`src/rtl/fsm1_run_encoder.sv`:
```
// Run-length encoder for the fsm1 dout stream: folds equal consecutive samples
// into {level, length} records and buffers them in a small FIFO for the trace stage.
module fsm1_run_encoder #(
  parameter int CNT_W = 8,
  parameter int DEPTH = 4
) (
  input  logic             clk,
  input  logic             areset_n,
  input  logic             din_valid,
  input  logic             din,
  input  logic             flush,
  output logic             rec_valid,
  input  logic             rec_ready,
  output logic             rec_level,
  output logic [CNT_W-1:0] rec_len,
  output logic             overflow,
  output logic             dbg_state_o
);

  localparam int AW = $clog2(DEPTH);
  localparam logic ST_IDLE = 1'b0;
  localparam logic ST_RUN  = 1'b1;
  localparam logic [CNT_W-1:0] MAX_LEN  = {CNT_W{1'b1}};
  localparam logic [AW:0]      FULL_CNT = (AW+1)'(DEPTH);

  logic             state_q, state_d;
  logic             level_q, level_d;
  logic [CNT_W-1:0] len_q, len_d;
  logic             push;
  logic [CNT_W:0]   push_rec;

  logic [CNT_W:0]   mem_q [DEPTH];
  logic [AW-1:0]    wr_ptr_q, wr_ptr_d;
  logic [AW-1:0]    rd_ptr_q, rd_ptr_d;
  logic [AW:0]      count_q, count_d;
  logic             overflow_q, overflow_d;
  logic             pop, full, wr_en, drop;
  logic [CNT_W:0]   head;

  // Encoder: flush outranks the sample compare, so at most one record per cycle.
  always_comb begin
    state_d  = state_q;
    level_d  = level_q;
    len_d    = len_q;
    push     = 1'b0;
    push_rec = {level_q, len_q};
    case (state_q)
      ST_IDLE: begin
        if (din_valid) begin
          state_d = ST_RUN;
          level_d = din;
          len_d   = CNT_W'(1);
        end
      end
      default: begin
        if (flush) begin
          push = 1'b1;
          if (din_valid) begin
            level_d = din;
            len_d   = CNT_W'(1);
          end else begin
            state_d = ST_IDLE;
          end
        end else if (din_valid) begin
          if (din != level_q) begin
            push    = 1'b1;
            level_d = din;
            len_d   = CNT_W'(1);
          end else if (len_q == MAX_LEN) begin
            push  = 1'b1;
            len_d = CNT_W'(1);
          end else begin
            len_d = len_q + CNT_W'(1);
          end
        end
      end
    endcase
  end

  // Handshake: a record transfers on any rising edge where rec_valid && rec_ready;
  // while rec_valid is high and rec_ready low the head record is held unchanged.
  assign pop   = rec_valid && rec_ready;
  assign full  = (count_q == FULL_CNT);
  assign wr_en = push && (!full || pop);
  assign drop  = push && full && !pop;

  always_comb begin
    wr_ptr_d   = wr_en ? wr_ptr_q + AW'(1) : wr_ptr_q;
    rd_ptr_d   = pop ? rd_ptr_q + AW'(1) : rd_ptr_q;
    overflow_d = overflow_q | drop;
    count_d    = count_q;
    if (wr_en && !pop) count_d = count_q + (AW+1)'(1);
    else if (!wr_en && pop) count_d = count_q - (AW+1)'(1);
  end

  always_ff @(posedge clk or negedge areset_n) begin
    if (!areset_n) begin
      state_q    <= ST_IDLE;
      level_q    <= 1'b0;
      len_q      <= '0;
      wr_ptr_q   <= '0;
      rd_ptr_q   <= '0;
      count_q    <= '0;
      overflow_q <= 1'b0;
    end else begin
      state_q    <= state_d;
      level_q    <= level_d;
      len_q      <= len_d;
      wr_ptr_q   <= wr_ptr_d;
      rd_ptr_q   <= rd_ptr_d;
      count_q    <= count_d;
      overflow_q <= overflow_d;
    end
  end

  // Storage needs no reset: an entry is only visible once count_q covers it.
  always_ff @(posedge clk) begin
    if (wr_en) mem_q[wr_ptr_q] <= push_rec;
  end

  assign head        = mem_q[rd_ptr_q];
  assign rec_valid   = (count_q != '0);
  assign rec_level   = rec_valid & head[CNT_W];
  assign rec_len     = rec_valid ? head[CNT_W-1:0] : '0;
  assign overflow    = overflow_q;
  // High while a run is open, low in IDLE.
  assign dbg_state_o = state_q;

endmodule

```
`config.mk`:
```
export PLATFORM = sky130hd
export DESIGN_NAME = fsm1_run_encoder
export DESIGN_NICKNAME = d
export VERILOG_FILES = /design/src/rtl/fsm1_run_encoder.sv
export SDC_FILE = /design/constraint.sdc
export NUM_CORES = 1
export LEC_CHECK = 0
export ABC_AREA = 1
export CORE_ASPECT_RATIO = 0.9
export CORE_MARGIN = 3
export CORE_UTILIZATION = 45
export DETAILED_ROUTE_END_ITERATION = 10
export PLACE_DENSITY_LB_ADDON = 0.25
export SYNTH_ARGS = -nofsm -noshare
export SYNTH_HDL_FRONTEND = slang
export SYNTH_SLANG_ARGS = --single-unit
```
`constraint.sdc`:
```
create_clock -name clk -period 4.4 [get_ports clk]
set_clock_uncertainty 0.1 [all_clocks]
set_input_delay 0.44 -clock clk [delete_from_list [all_inputs] [get_ports clk]]
set_output_delay 0.44 -clock clk [all_outputs]
set_load 0.03 [all_outputs]
```
==> metrics.md <==
| Metric | Value |
|---|---|
| Unrepaired setup endpoints after global routing | `false` |
| # IOs | `18` |
| Via density | `4.85` |
| Net Sw Power | `0.691 mW` |
| Reg-to-Reg End | `count_q[2]` |
| Critical path fanouts, max | `21` |
| DR vias | `1,466` |
| Post_cts resized | `0` |
| Max Cap Viol | `0` |
| Clock transition at path regs | `0.10 ns` |
| Synth area leader | `edfxtp_1` |
| P_leak | `1.04 nW` |
| Top FF cell, synth | `edfxtp_1` |
| Grt total ovfl | `0` |
| R2r setup slk | `1.73 ns` |
| Die ar. | `6200 um^2` |
| Flops & latches, synth | `54` |
| Syn_nets | `229` |
| Placed Area | `2620 um^2` |
| Core area | `4980 um^2` |
| Peak VDD IR | `280 uV` |
| Design area | `2710 um^2` |
| R2R depth | `15` |
| Largest net degree at the start of global routing | `22` |
| Setup crit start kind | `flip-flop` |
| CP Data Arrival Time | `2.55 ns` |
| First-pass GRT wire length | `6490 um` |
| Endpoints failing setup | `0` |
| Post-route ant nets | `0` |
| Pre-antenna DRT Iters | `4` |
| Syn avg cell area | `11.0 um^2` |
| Post-CTS setup buffer count | `0` |
| CTS Hold Buffers Added | `0` |
| Net Sw Frac | `0.395` |
| Slew headroom | `0.381` |
| Crit Path Class | `flip-flop to output pin` |
| Final period util | `0.703` |
| Synth warnings | `0` |
| H-tree lvl count | `2` |
| Max Fclk | `323 MHz` |
| Placer congestion estimate | `0.759` |
| Share of cells above drive strength 1 | `0.0759` |
| Minimum clock period | `3.09 ns` |
| Drt initial violations | `138` |
| Top cells by area, synth | `edfxtp_1 (45%), dfrtp_1 (19%), nor2_1 (6.8%)` |
| Layout area overhead | `14.0%` |
| Die Ht | `75.0 um` |
| Status | `finished, final reports clean` |
| Starting Density | `0.477` |
| Unique masters post-synth | `27` |
| Logic gate share of total power | `0.407` |
| Port bufs | `17` |
| CP endpoint kind | `output pin` |
| Slew at the pin closest to its max-slew limit | `0.924 ns` |
| Required time of the critical path | `3.86 ns` |
| Clk sinks | `54` |
| Sequential-to-total area share from yosys stat | `0.644` |
| WL/cell | `13.1 um` |
| Util after Layout | `0.544` |
| Final worst slack | `1.31 ns` |
| Total power | `1.75 mW` |
| Post-synth top area share | `0.454` |
| Area of the mapped netlist | `2380 um^2` |
| Vias in the first global route | `1,346` |
| Worst skew pair latency | `0.31 ns` |
| Fin. Hold Viols | `0` |
| Clk buf depth | `2` |
| TNS Setup | `0 ns` |
| Syn Inst Count | `216` |
| Commonest cells in the netlist | `nor2_1 (43), edfxtp_1 (36), o21ai_0 (22)` |
| Number of flops mapped to enable cells by yosys | `36` |
| Root Buffer | `clkbuf_8` |
| Nets | `249` |
| Number of remaining DRC errors | `0` |
| Slew Viols, Final | `0` |
| Number of diodes | `0` |
| Crit Reg-Reg Startpoint | `len_q[0]` |
| Top-count cell post-synth | `nor2_1` |
| Placement Setup Slack | `1.60 ns` |
| Post-DP HPWL | `2650 um` |
| Internal power | `1.06 mW` |
| Type of the most critical hold path | `flip-flop to flip-flop` |
| Die X | `82.7 um` |
| Post-synth ARST share | `0.333` |
| Antenna violations before repair | `0` |
| All-Layer GR Usage | `0.145` |
| Setup crit start | `rd_ptr_q[0]` |
| Routed WL | `3970 um` |
| Row Count | `24` |
| Seq pwr share | `0.432` |
| Total CTS buffers | `5` |
| CTS tree | `yes` |
| Clock power frac | `0.161` |
| PD cells | `644 nW/um^2` |
| Capture point of the critical path | `rec_len[4]` |
## kinds of logic (layout without fill, tap and decap cells)
family | after synthesis | in the layout | share of synthesized area
xor gates and xnor gates | 10 | 10 | 0.0368
adders and majority gates | 7 | 7 | 0.0400
AOI/OAI and AO/OA | 40 | 40 | 0.0894
and+or+nand+nor | 76 | 76 | 0.140
buffers and inverters | 28 | 49 | 0.0452
DFF | 54 | 54 | 0.644
muxes | 1 | 1 | 0.00473
## power groups by stage
stage | combinational, mW | sequential [mW] | clock, mW
final | 0.712 | 0.754 | 0.282
after global routing | 0.791 | 0.772 | 0.308
after CTS | 0.718 | 0.754 | 0.290
after detailed placement | 0.715 | 0.765 | 0
after global placement | 0.707 | 0.765 | 0
after floorplan | 0.503 | 0.723 | 0
## through the flow
step	hold WS, ns	instances
detailed placement	0.376	294
global placement	0.361	294
floorplan	0.0444	216
finish	0.391	302
CTS	0.403	302
global route	0.439	302
## placed cells by master (no fill, tap or decap), types with 3 or more instances in the layout
cell,instances
clkbuf_8,5
edfxtp_1,36
nand2_1,20
ha_1,6
dfrtp_1,18
nor3_1,3
inv_1,20
a21oi_1,10
nor2_1,43
xor2_1,7
o22ai_1,4
o21ai_0,22
clkdlybuf4s50_1,17
xnor2_1,3
## cell type report
class,instances,area (um^2)
clock inverter,3,26.3
timing repair buffer,18,178
tap,65,81.3
fill,443,2270
inverter,23,86.3
multi-input combinational,134,741
clock buffer,5,68.8
sequential,54,1530
## worst max-delay path: stages (launching register included)
cell,delay (ns)
dfrtp_1,0.77
inv_1,0.42
o21ai_0,0.35
a21oi_1,0.11
clkdlybuf4s50_1,0.59
## metal layers
layer | GRT usage | vias up | share of wire
met4 | 0.0599 | 0 | 0.016
met1 | 0.208 | 671 | 0.50
met2 | 0.217 | 24 | 0.45
met5 | 0 | - | 0
met3 | 0.0287 | 7 | 0.035
li1 | - | 764 | -
## registers in the layout, indices dropped and copies added (netlist names)
register / count
rd_ptr_q: 2
overflow: 1
count_q: 3
len_q: 8
wr_ptr_q: 2
dbg_state_o: 1
mem_q: 36
level_q: 1
## how the worst min path moves through the flow
stage / end / start / cells after the start
floorplan: count_q[0] / areset_n / 0
global placement: overflow / overflow / 1
detailed placement: overflow / overflow / 1
CTS: overflow / overflow / 1
global route: overflow / overflow / 1
finish: overflow / overflow / 1
(Power assumes the default switching activity.)
